<file path="src/rtl/index_loader_pkg.sv">
// rtl/index_loader_pkg.sv - shared widths, FSM encoding and byte positions for index_loader
package index_loader_pkg;

    localparam int DW    = 8;
    localparam int AW    = 4;
    localparam int DEPTH = 1 << AW;

    typedef enum logic [1:0] {
        IDLE    = 2'd0,
        COLLECT = 2'd1,
        WRITE   = 2'd2,
        DONE    = 2'd3
    } state_t;

    localparam logic [1:0] B_I1 = 2'd0;
    localparam logic [1:0] B_I2 = 2'd1;
    localparam logic [1:0] B_D1 = 2'd2;
    localparam logic [1:0] B_D2 = 2'd3;

    // A load never exceeds the RAM depth, so the slot counter cannot wrap.
    function automatic logic [AW:0] clamp_len(input logic [AW:0] len);
        return (len > (AW+1)'(DEPTH)) ? (AW+1)'(DEPTH) : len;
    endfunction

endpackage

</file>
<file path="src/rtl/index_loader_if.sv">
// rtl/index_loader_if.sv - byte stream input and four-RAM write port of the loader
interface index_loader_if;
    import index_loader_pkg::*;

    logic [DW-1:0] in_data;
    logic          in_valid;
    logic          in_ready;

    logic          wr_en;
    logic [AW-1:0] cnt1w;
    logic [AW-1:0] cnt2w;
    logic [AW-1:0] addr1w;
    logic [AW-1:0] addr2w;
    logic [DW-1:0] i1;
    logic [DW-1:0] i2;
    logic [DW-1:0] din1;
    logic [DW-1:0] din2;

    modport master (
        input  in_data, in_valid,
        output in_ready,
        output wr_en, cnt1w, cnt2w, addr1w, addr2w, i1, i2, din1, din2
    );

    modport slave (
        output in_data, in_valid,
        input  in_ready,
        input  wr_en, cnt1w, cnt2w, addr1w, addr2w, i1, i2, din1, din2
    );

endinterface

</file>
<file path="src/rtl/index_loader_order_check.sv">
// rtl/index_loader_order_check.sv - sticky strictly-increasing check on both index lists
module order_check
    import index_loader_pkg::*;
(
    input  logic          clk,
    input  logic          reset,
    input  logic          clear,
    input  logic          check,
    input  logic          first,
    input  logic [DW-1:0] i1,
    input  logic [DW-1:0] i2,
    output logic          err_order
);

    logic [DW-1:0] prev_i1;
    logic [DW-1:0] prev_i2;

    always_ff @(posedge clk or negedge reset) begin
        if (!reset) begin
            prev_i1   <= '0;
            prev_i2   <= '0;
            err_order <= 1'b0;
        end else if (clear) begin
            err_order <= 1'b0;
        end else if (check) begin
            // Slot 0 has no predecessor; it only seeds the previous values.
            if (!first && ((i1 <= prev_i1) || (i2 <= prev_i2)))
                err_order <= 1'b1;
            prev_i1 <= i1;
            prev_i2 <= i2;
        end
    end

endmodule

</file>
<file path="src/rtl/index_loader.sv">
// rtl/index_loader.sv - assembles 4-byte records and writes slot k of all four merge RAMs
module index_loader
    import index_loader_pkg::*;
(
    input  logic           clk,
    input  logic           reset,
    input  logic           start,
    input  logic [AW:0]    len,
    index_loader_if.master ifc,
    output logic           busy,
    output logic           load_done,
    output logic [AW:0]    entries,
    output logic           err_order
);

    state_t        state;
    logic [AW:0]   n;
    logic [AW-1:0] slot;
    logic [1:0]    byte_cnt;
    logic [DW-1:0] i1_q;
    logic [DW-1:0] i2_q;
    logic [DW-1:0] d1_q;
    logic [DW-1:0] d2_q;
    logic          start_ok;

    assign start_ok = (state == IDLE) && start;

    always_ff @(posedge clk or negedge reset) begin
        if (!reset) begin
            state    <= IDLE;
            n        <= '0;
            slot     <= '0;
            byte_cnt <= B_I1;
            entries  <= '0;
            i1_q     <= '0;
            i2_q     <= '0;
            d1_q     <= '0;
            d2_q     <= '0;
        end else begin
            unique case (state)
                IDLE: begin
                    if (start) begin
                        n        <= clamp_len(len);
                        slot     <= '0;
                        byte_cnt <= B_I1;
                        entries  <= '0;
                        state    <= (clamp_len(len) == '0) ? DONE : COLLECT;
                    end
                end
                COLLECT: begin
                    if (ifc.in_valid) begin
                        unique case (byte_cnt)
                            B_I1: i1_q <= ifc.in_data;
                            B_I2: i2_q <= ifc.in_data;
                            B_D1: d1_q <= ifc.in_data;
                            B_D2: d2_q <= ifc.in_data;
                        endcase
                        byte_cnt <= byte_cnt + 2'd1;
                        if (byte_cnt == B_D2)
                            state <= WRITE;
                    end
                end
                WRITE: begin
                    entries <= entries + (AW+1)'(1);
                    if ({1'b0, slot} == n - (AW+1)'(1)) begin
                        state <= DONE;
                    end else begin
                        slot  <= slot + AW'(1);
                        state <= COLLECT;
                    end
                end
                DONE: state <= IDLE;
            endcase
        end
    end

    // Outputs decode straight from the state register; addresses and data
    // simply hold while idle so the engine can ignore them.
    assign ifc.in_ready = (state == COLLECT);
    assign ifc.wr_en    = (state == WRITE);
    assign ifc.cnt1w    = slot;
    assign ifc.cnt2w    = slot;
    assign ifc.addr1w   = slot;
    assign ifc.addr2w   = slot;
    assign ifc.i1       = i1_q;
    assign ifc.i2       = i2_q;
    assign ifc.din1     = d1_q;
    assign ifc.din2     = d2_q;
    assign busy         = (state != IDLE);
    assign load_done    = (state == DONE);

    order_check u_order_check (
        .clk       (clk),
        .reset     (reset),
        .clear     (start_ok),
        .check     (state == WRITE),
        .first     (slot == '0),
        .i1        (i1_q),
        .i2        (i2_q),
        .err_order (err_order)
    );

endmodule

</file>
<file path="src/flat_wrapper.sv">
// flat-port wrapper written by rule: the top's interface ports become plain ports
module index_loader_flat import index_loader_pkg::*;
  (clk, reset, start, len, busy, load_done, entries, err_order, ifc_in_data, ifc_in_valid, ifc_in_ready, ifc_wr_en, ifc_cnt1w, ifc_cnt2w, ifc_addr1w, ifc_addr2w, ifc_i1, ifc_i2, ifc_din1, ifc_din2);
  index_loader_if ifc_i ();
  input  logic clk;
  input  logic reset;
  input  logic start;
  input  logic [AW:0] len;
  output logic busy;
  output logic load_done;
  output logic [AW:0] entries;
  output logic err_order;
  input wire logic [$bits(ifc_i.in_data)-1:0] ifc_in_data;
  input wire logic [$bits(ifc_i.in_valid)-1:0] ifc_in_valid;
  output wire logic [$bits(ifc_i.in_ready)-1:0] ifc_in_ready;
  output wire logic [$bits(ifc_i.wr_en)-1:0] ifc_wr_en;
  output wire logic [$bits(ifc_i.cnt1w)-1:0] ifc_cnt1w;
  output wire logic [$bits(ifc_i.cnt2w)-1:0] ifc_cnt2w;
  output wire logic [$bits(ifc_i.addr1w)-1:0] ifc_addr1w;
  output wire logic [$bits(ifc_i.addr2w)-1:0] ifc_addr2w;
  output wire logic [$bits(ifc_i.i1)-1:0] ifc_i1;
  output wire logic [$bits(ifc_i.i2)-1:0] ifc_i2;
  output wire logic [$bits(ifc_i.din1)-1:0] ifc_din1;
  output wire logic [$bits(ifc_i.din2)-1:0] ifc_din2;
  assign ifc_i.in_data = ifc_in_data;
  assign ifc_i.in_valid = ifc_in_valid;
  assign ifc_in_ready = ifc_i.in_ready;
  assign ifc_wr_en = ifc_i.wr_en;
  assign ifc_cnt1w = ifc_i.cnt1w;
  assign ifc_cnt2w = ifc_i.cnt2w;
  assign ifc_addr1w = ifc_i.addr1w;
  assign ifc_addr2w = ifc_i.addr2w;
  assign ifc_i1 = ifc_i.i1;
  assign ifc_i2 = ifc_i.i2;
  assign ifc_din1 = ifc_i.din1;
  assign ifc_din2 = ifc_i.din2;
  index_loader u_core (.clk(clk), .reset(reset), .start(start), .len(len), .ifc(ifc_i), .busy(busy), .load_done(load_done), .entries(entries), .err_order(err_order));
endmodule
</file>
<file path="config.mk">
export PLATFORM = sky130hd
export DESIGN_NAME = index_loader_flat
export DESIGN_NICKNAME = d
export VERILOG_FILES = /design/src/rtl/index_loader_pkg.sv /design/src/rtl/index_loader_if.sv /design/src/rtl/index_loader_order_check.sv /design/src/rtl/index_loader.sv /design/src/flat_wrapper.sv
export SDC_FILE = /design/constraint.sdc
export NUM_CORES = 1
export LEC_CHECK = 0
export CORE_MARGIN = 2
export CORE_UTILIZATION = 46
export DETAILED_ROUTE_END_ITERATION = 10
export GPL_ROUTABILITY_DRIVEN = 1
export PLACE_DENSITY = 0.86
export RECOVER_POWER = 50
export SYNTH_ARGS = -nofsm -noshare
export SYNTH_HDL_FRONTEND = slang
export SYNTH_SLANG_ARGS = --single-unit
</file>
<file path="constraint.sdc">
create_clock -name clk -period 1.68 [get_ports clk]
set_input_delay 0.336 -clock clk [delete_from_list [all_inputs] [get_ports clk]]
set_output_delay 0.336 -clock clk [all_outputs]
set_load 0.005 [all_outputs]
</file>
==> results.md <==
* Placed Area at 4270 um2
* Hold Path End: u_core.ifc.din1[4]
* Slew @ Worst Pin at 1.02 ns
* Async set-reset flop share out of synthesis at 100%
* Slowest-stage cell, CP: dfrtp_1
* Register-to-Register Path Depth at 8
* Final period util at 102%
* Crit path time final at 1.71 ns
* CTS root buffer: clkbuf_8
* Worst-skew pair later-pin latency at 0.34 ns
* DP Worst Slack at -0.185 ns
* Status: finished with violations
* Register area share after synthesis at 50.1%
* Rows at 31
* Cell taking the most area after synthesis: dfrtp_1
* Final Worst Setup Slack at -0.0308 ns
* Max FO, Critical Path at 2
* Arr. time, crit path at 1.97 ns
* Crit path kind: reg2reg
* CP Depth at 8
* Number of antenna violations at the first check in global routing at 0
* Post-route ant nets at 0
* Core area at 7140 um2
* Critical Path, Cell by Cell: inv_1 > ha_2 > xor3_1 > nor2_4 > buf_6 > a41o_1 > a22oi_2 > o21ai_1
* Htree depth at 3
* Placed Cells at 474
* Cell variety after synth at 42
* PD cells at 1760 nW/um2
* Post-route cell area at 4690 um2
* Final Max Tran Viols at 0
* Max Buffers Root-to-Sink at 2
* Largest net degree at the start of global routing at 30
* DRC Markers at 0
* Worst R2R Setup Slack at -0.03 ns
* Hold WC Path Type: reg2reg
* Maximum vdd drop at 1.07 mV
* Ports at 75
* Final setup violation count at 1
* CTS tree: yes
* Final hold slack at 0.493 ns
* Static leakage at 2.21 nW
* Clk_skew at 0.0144 ns
* Final cell count without fillers at 504
* RR Startpoint: u_core.n[1]
* Synth Cell Area at 3340 um2
* Area grow syn2layout at 40.2%
* Post-Synthesis Cells at 300
* Nets at 441
* DR vias/cell at 5.21
* Via count at 2624
* GPL Wtd Cong at 0.876
* Starting Density at 46.9%
* Avg Inst Size Synth at 11.1 um2
* Worst setup EP type: flop
* All-Layer GR Usage at 20.9%
* Max_slew headroom at 32.2%
* Post-synth top area share at 50.1%
* Post-synth EDFFs at 0
* Type of element launching the critical path: flop
* Detailed Routing Iterations Pass 1 at 4
* Worst Path Buf+Inv at 2
* Failing checks: setup timing
* Die extent in y at 89.3 um
* Reg2reg end: u_core.ifc.addr1w[1]
* HPWL after detailed placement at 5350 um
* RSZ-0062 raised after global routing: true
* Hold_sp: u_core.ifc.din1[4]
* Clock input transition at the sequential cells of the worst setup and hold paths at 0.08 ns
* Vias in the first global route at 2667
* DRT iter0 DRCs at 163
* Total Neg Setup Slack at -0.0308 ns
* Final hold vios at 0
* Max Clk Rate at 585 MHz
* Ys flop type: dfrtp_1
* Layout cell share with drive strength beyond 1 at 18.3%
* Hold Path Cell Cnt at 1
* Final wirelength at 7980 um
* Delay-heaviest family, CP: compound AO/OA/AOI/OAI gates
* Chip width at 89.3 um
* #FFs+latches synth at 67
* GR Overflow Total at 0
* Clock Sink Count at 67
* Die area at 7970 um2
* Diodes inserted at 0
* CP Launch Point: u_core.n[1]
* Port-buffer cells at 74
* Largest stage delay, worst path at 0.39 ns
* Max Cap Viol at 0
* First-pass GRT wire length at 12700 um
* Synthesized Nets at 341
* WL/cell at 15.8 um
* Largest cells by area after synthesis: dfrtp_1 50%, mux2_1 10%, ha_1 9.0%
* Num CTS Buffers at 9
* Worst Path Required at 1.94 ns
* Synth warn at 0
==> worst register-to-register path, stage by stage, from the launching register on <==
cell and delay [ns]:
dfrtp_1 0.39, inv_1 0.07, ha_2 0.18, xor3_1 0.26, nor2_4 0.17, buf_6 0.12, a41o_1 0.20, a22oi_2 0.09
o21ai_1 0.15
==> through the flow <==
| step | utilization, % | total power, mW |
|---|---|---|
| final | 65.7 | 8.24 |
| after detailed placement | 59.8 | 6.29 |
| after global routing | 65.7 | 8.81 |
| after global placement | 59.8 | 6.13 |
| after CTS | 64.7 | 8.01 |
| after floorplan | - | 4.62 |
==> area by class of cell <==
cell class,count,area (um2)
flip-flops and latches,67,1680
clock buffers,11,151
multi-input cells,190,1540
repair buffers,107,1010
fillers,529,2450
inverters,25,93.8
clock inverters,5,85.1
well taps,99,124
==> sequential cells by signal (all words and copies together), names as in the netlist, 4 cells and up <==
register                      count
u_core.u_order_check.prev_i2      8
u_core.ifc.i2                     8
u_core.ifc.din2                   8
u_core.n                          5
u_core.entries                    5
u_core.ifc.addr1w                 4
u_core.u_order_check.prev_i1      8
u_core.ifc.i1                     8
u_core.ifc.din1                   8
==> metal layers <==
layer	vias to the layer above	global-route usage (%)	wire, um
met5	-	0	0
li1	1233	-	-
met4	0	7.33	89
met1	1303	27.4	3410
met3	10	3.97	342
met2	78	34.7	4130
==> how the worst max path moves through the flow <==
| stage | endpoint |
|---|---|
| after detailed placement | u_core.state[1] |
| after CTS | ifc_addr1w[3] |
| after floorplan | u_core.ifc.addr1w[0] |
| after global placement | u_core.state[1] |
| after global routing | u_core.ifc.addr1w[1] |
| final | u_core.ifc.addr1w[1] |
==> repair_timing <==
action | 4_1_cts | 5_1_grt
setup buffers | 11 | 2
resized for setup | 15 | 27
setup endpoints to repair | 26 | 18
hold buffers | 1 | 0
cloned | 0 | 0
pin swaps | 4 | 5
hold endpoints to repair | 16 | 0
==> cells in the final DEF (no fill, tap or decap), types with 5 or more instances in the layout <==
master,n
a21oi_1,10
inv_1,23
nand3_1,5
nand2_1,31
clkbuf_8,11
o21ai_1,24
nand4_1,6
buf_4,20
dlygate4sd2_1,7
dfrtp_1,61
clkbuf_1,5
mux2_1,31
dfrtp_2,6
clkdlybuf4s50_1,58
ha_1,22
==> power breakdown <==
group | switching, mW | total, mW | internal (mW)
registers | 0.500 | 2.78 | 2.28
logic | 1.69 | 3.88 | 2.19
clock network | 0.655 | 1.58 | 0.922
total | 2.85 | 8.24 | 5.39
==> cells in the mapped netlist, types with 2 or more instances <==
cell type  number
nand2_1        31
mux2i_1         2
nand2b_1        4
a21oi_1        10
nor2b_1         3
nor2_1          5
nand2_4         3
mux2_1         31
mux2_2          3
inv_1          24
dfrtp_1        67
a31oi_1         2
clkbuf_1        5
nand3_1         6
xnor2_1         3
nand4_1         6
a21o_1          3
buf_4          13
xor2_1          3
o21ai_1        28
nor3_1          2
and2_1          2
o211ai_1        2
ha_1           24
==> cell families (layout without fill, tap and decap cells) <==
kind of cell / Yosys count / in the layout / share of synthesized area [%]
AND/OR/NAND/NOR: 70 / 70 / 11.0
flip-flops: 67 / 67 / 50.1
AO/OA/AOI/OAI: 53 / 53 / 9.24
buffers and inverters: 43 / 148 / 6.29
multiplexers: 36 / 36 / 12.0
adder cells (fa/ha/maj): 24 / 24 / 8.98
XOR/XNOR: 7 / 7 / 2.28
Note: power is estimated with default switching activity, not from simulation.
